<file path="src/rtl/screen_pkg.sv">
// Screen geometry, coordinate/color/address widths and the queued pixel record
// shared by the renderers and the framebuffer write path.
package screen_pkg;

  localparam int SCREEN_W = 320;
  localparam int SCREEN_H = 240;

  localparam int X_W     = 9;
  localparam int Y_W     = 8;
  localparam int COLOR_W = 3;
  localparam int ADDR_W  = 17;

  typedef struct packed {
    logic [ADDR_W-1:0]  addr;
    logic [COLOR_W-1:0] color;
  } pixel_entry_t;

endpackage

</file>
<file path="src/rtl/pixel_fifo.sv">
// Generic synchronous FIFO with a combinational head; push and pop may coincide
// at any occupancy, including full.
module pixel_fifo #(
  parameter int WIDTH = 20,
  parameter int DEPTH = 8,
  localparam int PTR_W = $clog2(DEPTH),
  localparam int CNT_W = PTR_W + 1
) (
  input  logic             clk,
  input  logic             resetn,
  input  logic             push,
  input  logic [WIDTH-1:0] wdata,
  input  logic             pop,
  output logic [WIDTH-1:0] rdata,
  output logic             full,
  output logic             empty,
  output logic [CNT_W-1:0] count
);

  logic [WIDTH-1:0] mem [DEPTH];
  logic [PTR_W-1:0] wr_ptr;
  logic [PTR_W-1:0] rd_ptr;
  logic [CNT_W-1:0] cnt;
  logic             do_push;
  logic             do_pop;

  assign do_pop  = pop && !empty;
  assign do_push = push && (!full || do_pop);

  // Storage is cleared on reset so the head reads zero while empty.
  always_ff @(posedge clk or negedge resetn) begin
    if (!resetn) begin
      wr_ptr <= '0;
      rd_ptr <= '0;
      cnt    <= '0;
      for (int i = 0; i < DEPTH; i++) begin
        mem[i] <= '0;
      end
    end else begin
      if (do_push) begin
        mem[wr_ptr] <= wdata;
        wr_ptr      <= wr_ptr + PTR_W'(1);
      end
      if (do_pop) begin
        rd_ptr <= rd_ptr + PTR_W'(1);
      end
      case ({do_push, do_pop})
        2'b10:   cnt <= cnt + CNT_W'(1);
        2'b01:   cnt <= cnt - CNT_W'(1);
        default: cnt <= cnt;
      endcase
    end
  end

  assign rdata = mem[rd_ptr];
  assign full  = (cnt == CNT_W'(DEPTH));
  assign empty = (cnt == '0);
  assign count = cnt;

endmodule

</file>
<file path="src/rtl/fb_write_queue.sv">
// Clips renderer pixels to the screen, converts them to linear framebuffer
// addresses and queues them until the scan arbiter grants the write port.
module fb_write_queue #(
  parameter int DEPTH   = 8,
  parameter int X_W     = screen_pkg::X_W,
  parameter int Y_W     = screen_pkg::Y_W,
  parameter int COLOR_W = screen_pkg::COLOR_W,
  parameter int ADDR_W  = screen_pkg::ADDR_W
) (
  input  logic               clk,
  input  logic               resetn,
  input  logic               in_valid,
  input  logic [X_W-1:0]     in_x,
  input  logic [Y_W-1:0]     in_y,
  input  logic [COLOR_W-1:0] in_color,
  output logic               in_ready,
  input  logic               fb_grant,
  output logic               fb_we,
  output logic [ADDR_W-1:0]  fb_addr,
  output logic [COLOR_W-1:0] fb_data,
  output logic               idle,
  output logic [7:0]         dropped
);
  import screen_pkg::*;

  localparam int CNT_W = $clog2(DEPTH) + 1;

  logic [ADDR_W-1:0] x_ext;
  logic [ADDR_W-1:0] y_ext;
  logic [ADDR_W-1:0] addr_calc;
  logic              in_range;
  logic              accept;

  pixel_entry_t      intake_entry;
  logic              intake_valid;
  pixel_entry_t      head;

  logic [CNT_W-1:0]  fifo_count;
  logic              fifo_full;
  logic              fifo_empty;
  logic [CNT_W:0]    occupancy;

  assign in_range = (in_x < X_W'(SCREEN_W)) && (in_y < Y_W'(SCREEN_H));
  assign accept   = in_valid && in_ready;

  // y*320 + x as y*256 + y*64 + x, at full address width.
  assign x_ext     = ADDR_W'(in_x);
  assign y_ext     = ADDR_W'(in_y);
  assign addr_calc = (y_ext << 8) + (y_ext << 6) + x_ext;

  always_ff @(posedge clk or negedge resetn) begin
    if (!resetn) begin
      intake_valid <= 1'b0;
      intake_entry <= '0;
    end else begin
      intake_valid <= accept && in_range;
      if (accept && in_range) begin
        intake_entry.addr  <= addr_calc;
        intake_entry.color <= in_color;
      end
    end
  end

  always_ff @(posedge clk or negedge resetn) begin
    if (!resetn) begin
      dropped <= '0;
    end else if (accept && !in_range && dropped != 8'hFF) begin
      dropped <= dropped + 8'd1;
    end
  end

  // Room is guaranteed by in_ready, so the intake entry never has to wait.
  pixel_fifo #(
    .WIDTH($bits(pixel_entry_t)),
    .DEPTH(DEPTH)
  ) u_fifo (
    .clk   (clk),
    .resetn(resetn),
    .push  (intake_valid),
    .wdata (intake_entry),
    .pop   (fb_we),
    .rdata (head),
    .full  (fifo_full),
    .empty (fifo_empty),
    .count (fifo_count)
  );

  assign occupancy = {1'b0, fifo_count} + {{CNT_W{1'b0}}, intake_valid};
  assign in_ready  = !fifo_full && (occupancy < (CNT_W+1)'(DEPTH));

  assign fb_we   = !fifo_empty && fb_grant;
  assign fb_addr = head.addr;
  assign fb_data = head.color;
  assign idle    = !intake_valid && fifo_empty;

endmodule

</file>
<file path="config.mk">
export PLATFORM = sky130hd
export DESIGN_NAME = fb_write_queue
export DESIGN_NICKNAME = d
export VERILOG_FILES = /design/src/rtl/screen_pkg.sv /design/src/rtl/pixel_fifo.sv /design/src/rtl/fb_write_queue.sv
export SDC_FILE = /design/constraint.sdc
export NUM_CORES = 1
export LEC_CHECK = 0
export CORE_MARGIN = 1.5
export CORE_UTILIZATION = 25
export DETAILED_ROUTE_END_ITERATION = 10
export HOLD_SLACK_MARGIN = 0.02
export PLACE_DENSITY = 0.36
export SLEW_MARGIN = 10
export SYNTH_ARGS = -nofsm -noshare
export SYNTH_HDL_FRONTEND = slang
export SYNTH_HIERARCHICAL = 1
export SYNTH_SLANG_ARGS = --single-unit
</file>
<file path="constraint.sdc">
create_clock -name clk -period 4 [get_ports clk]
set_clock_uncertainty 0.15 [all_clocks]
set_input_delay 0.6 -clock clk [delete_from_list [all_inputs] [get_ports clk]]
set_output_delay 0.6 -clock clk [all_outputs]
set_load 0.01 [all_outputs]
</file>
After elaboration in Yosys (flattened, before gate mapping)
Cells that the tools add are included.

operators by class
  $add $sub $neg = 8
  $lt $le $gt $ge = 6
  eq/ne operators = 4
  mux-type cells = 7
  bitwise operators = 2
  reductions and logical operators = 18

operators with widths
  cell                 count
  $bwmux 160           1
  $bmux 20 s3          1
  $demux 20 s3         1
  $mux 20              3
  $add 16x14->17       1
  $add 17x9->17        1
  $logic_and 1x1->1    11
  $lt 9x9->1 const B   1
  $add 8x1->8 const B  1
  $ge 4x4->1 const B   2
  $lt 8x8->1 const B   1
  $ne 8x8->1 const B   1
  $not 3->4            2
  $pmux 4 s2           1
  $add 3x1->3 const B  2
  $add 4x1->5          1
  $lt 5x4->1 const B   1
  $add 4x1->4 const B  1
  $eq 4x4->1 const B   1
  $logic_not 1->1      4
  $logic_not 4->1      1
  $lt 4x1->1 const B   1
  $sub 4x1->4 const B  1
  $eq 2x1->1 const B   1
  3 further kinds      3

storage, ports and cells
  flip-flop bits (word level) = 199
  input port bits = 24
  output and inout port bits = 31
  logic and storage cells = 60

Longest topological paths before layout
Gate-level depths: netlist of run 1.

  depth after elaboration = 8
  mapped depth = 10
  depth with buffers taken out = 9

By module
The synthesis of run 1 kept the hierarchy.

modules (own cells, without submodules)
  module          instances  cells each  area each (um^2)  sequential area each (um^2)
  pixel_fifo      1          477         7922.6            4254.1
  fb_write_queue  1          147         1780.5            725.7

Worst setup path before layout of run 1
OpenSTA, ideal clock, no wires.

  path kind = in2reg
  start = input fb_grant
  end = register u_fifo.cnt[3] (netlist: u_fifo/count[3])
  library setup time = 134 ps
  data arrival time = 2897 ps
  required time = 3716 ps
  slack = 819 ps
  stages = 9
  buffers on the path = 1
  cell sequence = nor2b_1 > buf_2 > o41ai_1 > inv_1 > ha_1 > ha_1 > or4b_2 > o311ai_0 > o211ai_1

between the ends
  cells in the longest elaborated chain, start to end = 6
  elaborated cells on any way between the ends = 8
  classes of those cells = eq/ne (2); mux (1); reduce/logical (5)

ends and longest elaborated chain
  what                                             RTL line              source
  from (decl)                                      fb_write_queue.sv:17  input logic fb_grant,
  $logic_and 1x1->1 *                              fb_write_queue.sv:91  assign fb_we = !fifo_empty && fb_grant;
  $logic_and 1x1->1 *                              pixel_fifo.sv:27      assign do_pop = pop && !empty;
  via u_fifo.do_pop                                pixel_fifo.sv:25      logic do_pop;
  $logic_or 1x1->1                                 pixel_fifo.sv:28      assign do_push = push && (!full || do_pop);
  $logic_and 1x1->1                                pixel_fifo.sv:28
  $eq 2x1->1 or $eq 2x2->1 (tied branches)         pixel_fifo.sv:47      case ({do_push, do_pop})
  $pmux 4 s2 or $reduce_bool 2->1 (tied branches)  n/a
  to (signal assigned)                             pixel_fifo.sv:48      2'b10: cnt <= cnt + CNT_W'(1);
  to (signal assigned)                             pixel_fifo.sv:49      2'b01: cnt <= cnt - CNT_W'(1);
  to (signal assigned)                             pixel_fifo.sv:50      default: cnt <= cnt;
  to (decl)                                        pixel_fifo.sv:23      logic [CNT_W-1:0] cnt;

The timed path passes the listed nets; every way through them passes the cells marked *.
A chain may end at the register's enable or synchronous reset.

Worst setup path in the final report of run 1
  start = register u_fifo.cnt[0] (netlist: u_fifo/count[0])
  end = register u_fifo.cnt[3] (netlist: u_fifo/count[3])

between the ends
  cells in the longest elaborated chain, start to end = 8
  elaborated cells on any way between the ends = 14
  classes of those cells = add/sub (2); eq/ne (3); mux (1); reduce/logical (8)

ends and longest elaborated chain
  what                                             RTL line                                source
  $logic_not 4->1                                  pixel_fifo.sv:57                        assign empty = (cnt == '0);
  $logic_not 1->1                                  pixel_fifo.sv:27, fb_write_queue.sv:91
  $logic_and 1x1->1                                fb_write_queue.sv:91
  $logic_and 1x1->1                                pixel_fifo.sv:27
  $logic_or 1x1->1                                 pixel_fifo.sv:28
  $logic_and 1x1->1                                pixel_fifo.sv:28
  $eq 2x1->1 or $eq 2x2->1 (tied branches)         pixel_fifo.sv:47
  $pmux 4 s2 or $reduce_bool 2->1 (tied branches)  n/a

Several ways; a longest one is shown, not always the timed one.

==> results of run 1 <==
## flip-flops by register name, summed over array words and instances (netlist names)
signal,cells
u_fifo/wr_ptr,3
u_fifo/rd_ptr,3
u_fifo/mem,160
dropped,8
intake_valid,1
u_fifo/count,4
intake_entry,20
## layout by cell type (no fill, tap or decap), types with 10 or more instances in the layout
cell	Yosys	final
dfrtp_1	199	198
mux2_2	183	183
clkdlybuf4s50_1	0	53
mux4_2	40	40
ha_1	21	21
mux2_1	17	17
clkbuf_16	0	17
buf_4	6	16
inv_1	13	13
a21oi_1	11	11
xor2_1	10	10
## stage by stage
step | cells | hold WS (ns) | instance area [um2] | total power [mW] | setup WS, ns
5_1_grt | 1205 | 0.0801 | 11400 | 9.62 | 0.538
3_3_place_gp | 1173 | 0.318 | 10800 | 7.13 | 0.628
4_1_cts | 1205 | 0.0611 | 11400 | 9.15 | 0.624
3_5_place_dp | 1173 | 0.331 | 10800 | 7.29 | 0.524
6_report | 1205 | 0.0314 | 11400 | 8.96 | 0.703
2_1_floorplan | 624 | 0.154 | 9700 | 5.86 | 0.819
## cells in the mapped netlist (8+ instances only)
library cell,instances
dfrtp_1,199
mux2_2,183
mux4_2,40
ha_1,21
mux2_1,17
buf_6,14
inv_1,13
a21oi_1,11
xor2_1,10
nand2_1,9
xnor2_1,8
## power by group through the flow
stage | registers, mW | logic [mW] | clock network, mW
6_report | 3.64 | 3.51 | 1.81
3_5_place_dp | 3.70 | 3.60 | 0
5_1_grt | 3.80 | 3.85 | 1.97
4_1_cts | 3.66 | 3.61 | 1.89
3_3_place_gp | 3.60 | 3.53 | 0
2_1_floorplan | 3.39 | 2.47 | 0
## final timing paths
path | from | to
hold reg to reg | u_fifo/mem[115] | u_fifo/mem[115]
min in group clk | u_fifo/mem[115] | u_fifo/mem[115]
setup reg to reg | u_fifo/count[0] | u_fifo/count[3]
setup / recovery | u_fifo/count[0] | u_fifo/count[3]
max in group asynchronous | resetn | u_fifo/mem[46]
hold / removal | resetn | intake_entry[0]
## metal layers
metal	up-vias	wire length, um	global-route usage
li1	2445	-	-
met3	10	496	0.0247
met2	59	12300	0.227
met1	2922	10800	0.163
met4	0	169	0.0292
met5	-	0	0
## critical path, stage by stage (launching register included)
cell and delay [ns]:
dfrtp_1 0.47, or4b_4 0.70, o21ai_2 0.24, ha_1 0.35, ha_1 0.34, or4b_2 0.66
o311ai_0 0.13, o211ai_1 0.13
## logic make-up (layout without fill, tap and decap cells)
group                    count (synthesis)  count (layout)
AO/OA/AOI/OAI                           44              44
XOR/XNOR                                18              18
adder cells (fa/ha/maj)                 24              24
buffers and inverters                   48             118
flip-flops                             199             199
multiplexers                           242             242
AND/OR/NAND/NOR                         49              49
## cell type report
type | instances | share of cell area
multi-input cells | 377 | 0.387
flip-flops and latches | 199 | 0.436
well taps | 511 | 0.0560
clock buffers | 19 | 0.0396
repair buffers | 73 | 0.0634
clock inverters | 13 | 0.0141
inverters | 13 | 0.00427
==> summary.txt, run 1 <==
Synth
  • Post-Syn Instances: 624
  • Syn Nets: between 600 and 700
  • Adder-cell area share of the yosys netlist: 0.0333
  • Simple-Gate Fraction of Synth Area: 0.0373
  • Synth area leader: dfrtp_1
  • Synth warn: 6
  • Seq/Total Area, Yosys: 0.513
  • EDFF count, synth: 0
  • Mux contribution to synthesized area: 0.328
  • Post-synth ARST share: 1.00
  • Top cells by area, synth: dfrtp_1, mux2_2, mux4_2, ha_1, mux2_1
  • Synthesized area per cell: roughly 16 um2
  • Register bit total from synthesis: between 150 and 200
  • XOR/XNOR Fraction of Synth Area: 0.0162
  • Post-synth top area share: 0.513
  • Primary FF master, synth: dfrtp_1
  • Cell variety after synth: 55
  • Mapped cell area: ~9700 um2
  • Complex-gate fraction of the synthesized area: 0.0400
  • Largest family of logic cells by synthesized area: multiplexers

Power and ir drop
  • Int Pwr: around 6.0 mW
  • Power per cell area: between 700 and 800 nW/um2
  • Clock Power Share: 0.202
  • LEAKAGE: around 4.9 nW
  • Comb power frac: 0.392
  • Sequential Power Share: 0.406
  • Worst VDD drop: approximately 0.27 mV
  • Fraction of power spent switching nets: 0.332
  • Net switching power of the design: ~3 mW

Detailed routing
  • 1st-pass router iterations: 4
  • Iter 0 DRT Violations: about 120
  • WL/cell: between 15 and 20 um
  • Routed vias/inst: between 4 and 5
  • Final wirelength: around 24 mm
  • # DRC: 0
  • Post-route ant nets: 0
  • Vias: about 5,400

Run
  • Max cap viols: 0

Critical path
  • Arr. time, crit path: roughly 3.5 ns
  • CP required: ~4.2 ns
  • Critical Path Sink Type: flip-flop
  • Reg-to-reg setup timing slack: about 0.70 ns
  • CP Class: reg -> reg
  • Register-to-Register Path Depth: 7
  • CP max FO: 11
  • Worst setup SP type: flip-flop

STA
  • Worst slew pin tran: between 0.7 and 0.8 ns
  • Max Transition Viols Final: 0
  • RSZ-0062 raised after global routing: no
  • Final worst path period share: 0.824
  • Slew HR: 0.480
  • Hold Violations, Final: 0
  • Final min period: between 3 and 4 ns
  • Endpoints failing setup: 0
  • Final TNS setup: 0 ns
  • Fmax: 303 MHz

Global route
  • Initial antenna violation count: 0
  • Vias in the first global route: between 6,000 and 7,000
  • Total track usage: 0.129
  • Global-route wire length before repair: ~38 mm
  • Grt total ovfl: 0
  • Largest net degree at the start of global routing: 82

Die
  • Num ports: 55
  • Die span in y: 200 um
  • Width of the die: 200 um
  • Core area: 37,900 um2
  • Starting Density: 0.256
  • Die footprint: approximately 40,000 um2
  • FP Rows: between 70 and 80

Worst hold path
  • Hold crit path type: in -> async

Finish
  • Area occupied by multi-input gates: about 4400 um2
  • Reg area: roughly 5000 um2
  • Nets: 729
  • Ant. Diodes: 0
  • Share of cells above drive strength 1: 0.437
  • Syn-to-layout area delta: 17.7%
  • FILL cells: between 3,000 and 4,000
  • Final Core Density: 0.301

Clock tree
  • Setup Fix Bufs, Post-CTS: 0
  • CTS Buf Count: 17
  • Worst-skew pair later-pin latency: roughly 0.44 ns
  • Max clock buf depth: 2
  • CTS H-tree depth: 4
  • Reg clk slew, reported paths: around 0.08 ns
  • Root Buffer: clkbuf_16
  • # resized after CTS: 0
  • Clock sink count: between 150 and 200
  • CTS tree: yes
  • CTS hold repair buffers: 0

Placed design
  • HPWL after detailed placement: roughly 15 mm
  • Buffers on Ports: 54
  • RD Place Congestion: slightly above 0.7

Run status
  • Outcome: finished, final reports clean
Note: power is estimated with default switching activity, not from simulation.
==> run 2: changes to the inputs <==
--- a/config.mk
+++ b/config.mk
@@ -9,7 +9,7 @@
 export CORE_UTILIZATION = 25
 export DETAILED_ROUTE_END_ITERATION = 10
 export HOLD_SLACK_MARGIN = 0.02
-export PLACE_DENSITY = 0.36
+export PLACE_DENSITY = 0.37
 export SLEW_MARGIN = 10
 export SYNTH_ARGS = -nofsm -noshare
 export SYNTH_HDL_FRONTEND = slang
==> constraint.sdc (replaced) <==
create_clock -name clk -period 2.6 [get_ports clk]
set_clock_uncertainty 0.15 [all_clocks]
set_input_delay 0.39 -clock clk [delete_from_list [all_inputs] [get_ports clk]]
set_output_delay 0.39 -clock clk [all_outputs]
set_load 0.01 [all_outputs]
==> summary.txt, run 2 (synthesis gave the netlist of run 1 again) <==
Clock tree
  • Worst-skew pair later-pin latency: 0.45 ns (about the same)
  • Reg clk slew, reported paths: 0.07 ns (about the same)
  • Clock sink count: 199 (unchanged)
  • CTS H-tree depth: 4 (unchanged)
  • CTS Buf Count: 17 (unchanged)
  • Max clock buf depth: 2 (unchanged)
  • Root Buffer: clkbuf_16
  • CTS tree: yes

Finish
  • Ant. Diodes: 0 (unchanged)
  • Regs by FF count: u_fifo/mem x160, intake_entry x20, dropped x8
  • Commonest cells after routing, fill and taps aside: dfrtp_1, mux2_2, buf_4
  • Design area: 12,500 um2 (+9.6%)
  • Syn-to-layout area delta: 29.0%
  • Max reg flops: 160 (unchanged)
  • Nets: 799 (+9.6%)
  • Commonest non-fill, non-tap cell in the layout: dfrtp_1
  • Share of cells above drive strength 1: 0.539 (+0.102)
  • Top reg by flops: u_fifo/mem
  • FILL cells: 3,695 (-1.8%)

Power and ir drop
  • LEAKAGE: 5.55 nW (+12%)
  • Power per cell area: 1220 nW/um2 (+55%)
  • Worst VDD drop: 0.417 mV (+57%)

STA
  • Hold Violations, Final: 0 (unchanged)
  • Worst slew pin tran: 0.480 ns (-0.300 ns)
  • RSZ-0062 raised after global routing: yes
  • Slew HR: 0.680 (+0.200)
  • WHS: 0.313 ns (+0.281 ns)
  • Final worst slack: -0.0581 ns (-0.761 ns)
  • Fmax: between 300 and 400 MHz
  • Final min period: 2.66 ns
  • Endpoints failing setup: 11 (+11)
  • Final TNS setup: -0.459 ns (-0.459 ns)
  • Max Transition Viols Final: 0 (unchanged)
  • Final worst path period share: 1.02

Die
  • Starting Density: 0.256 (unchanged)
  • Width of the die: 200 um (unchanged)
  • Core area: 37,900 um2 (unchanged)
  • FP Rows: 71 (unchanged)
  • Die footprint: 40,000 um2 (unchanged)
  • Num ports: 55 (unchanged)
  • Die span in y: 200 um (unchanged)

Critical path
  • Arr. time, crit path: 2.12 ns (-1.34 ns)
  • Crit path largest cell delay: 0.48 ns (-0.22 ns)
  • Worst setup SP type: flip-flop
  • Reg-to-reg startpoint: u_fifo/count[2]
  • Worst Path Buf+Inv: 4 (+4)
  • Crit path from: u_fifo/rd_ptr[0]
  • CP max FO: 5 (-6)
  • Critical R2R Capture: u_fifo/count[3]
  • CP required: 2.06 ns (-2.10 ns)
  • Top delay family on crit path: multiplexers
  • Worst path slowest cell: mux4_2
  • Reg-to-reg setup timing slack: -0.01 ns (-0.71 ns)
  • CP Class: reg -> out
  • Critical Path Sink Type: primary output
  • Register-to-Register Path Depth: 10 (+3)
  • Crit-path cells: buf_6 > buf_12 > buf_12 > mux4_2 > mux2_4 > buf_6
  • Critical path capture point: fb_addr[5]
  • Worst path depth: 6 (-1)

Run
  • Max cap viols: 0 (unchanged)

Run status
  • Outcome: finished, violations left
  • Failing checks: setup timing

Global route
  • Initial antenna violation count: 1 (+1)
  • Largest net degree at the start of global routing: 70 (-15%)
  • Vias in the first global route: 6,510 (+5.2%)
  • Total track usage: 0.132 (+0.00285)
  • Global-route wire length before repair: 38.8 mm (+2.9%)
  • Grt total ovfl: 0 (unchanged)

Detailed routing
  • # DRC: 0 (unchanged)
  • Vias: 5,802 (+6.7%)
  • Post-route ant nets: 0 (unchanged)
  • Iter 0 DRT Violations: 198 (+71%)
  • WL/cell: 19.2 um (-2.4%)
  • 1st-pass router iterations: 5 (+1)
  • Final wirelength: 24.5 mm (+3.2%)
  • Routed vias/inst: 4.55 (+0.95%)

Placed design
  • HPWL after detailed placement: 15.3 mm (+2.4%)
  • Dpl cell area: 11,400 um2 (+5.5%)
  • RD Place Congestion: 0.741 (+2.9%)
  • Buffers on Ports: 54 (unchanged)

Worst hold path
  • Hold crit path type: in -> async
## run 2: worst min path at each step
stage,start,to,slack [ns],cells after the start
final,resetn,u_fifo/mem[141],0.31,2
after global routing,resetn,intake_entry[2],0.33,2
after CTS,resetn,intake_entry[1],0.32,2
after detailed placement,resetn,intake_entry[1],0.24,1
after global placement,resetn,intake_entry[1],0.23,1
after floorplan,resetn,dropped[0],-0.06,0
## run 2: final cells by class
type | instances | area [um2] | share of cell area
Multi-Input combinational cell | 377 | 4630 | 0.370
Tap cell | 511 | 639 | 0.0511
Clock buffer | 20 | 457 | 0.0365
Inverter | 13 | 48.8 | 0.00390
Sequential cell | 199 | 4980 | 0.398
Timing Repair Buffer | 143 | 1610 | 0.129
Clock inverter | 11 | 144 | 0.0115
## run 2: power breakdown
| part | internal, mW | switching [mW] | leakage (nW) | total, mW |
|---|---|---|---|---|
| Clock | 1.56 | 1.21 | 0.297 | 2.77 |
| Sequential | 4.47 | 1.08 | 2.52 | 5.55 |
| Combinational | 4.30 | 2.62 | 2.74 | 6.92 |
| Total | 10.3 | 4.91 | 5.55 | 15.2 |
## run 2: layer usage
metal | track usage | up-vias | wire length, um
met3 | 0.0245 | 19 | 842
li1 | - | 2594 | -
met2 | 0.229 | 84 | 12500
met5 | 0 | - | 0
met4 | 0.0432 | 0 | 375
met1 | 0.165 | 3105 | 10700
## run 2: repair_timing
item,CTS,global route
pin swaps,11,7
gates resized for setup,142,19
endpoints found under the hold margin,47,0
setup endpoints to repair,26,29
setup buffers,22,0
gates cloned,3,0
hold buffers,1,0
## run 2: metrics by stage
stage	utilization	power, mW	instances	worst slack, ns
CTS	0.328	15.4	1275	-0.115
finish	0.330	15.2	1274	-0.0581
detailed placement	0.301	11.7	1218	-0.561
global placement	0.301	11.4	1218	-0.561
floorplan	-	9.12	624	-0.175
global route	0.330	16.3	1274	-0.138
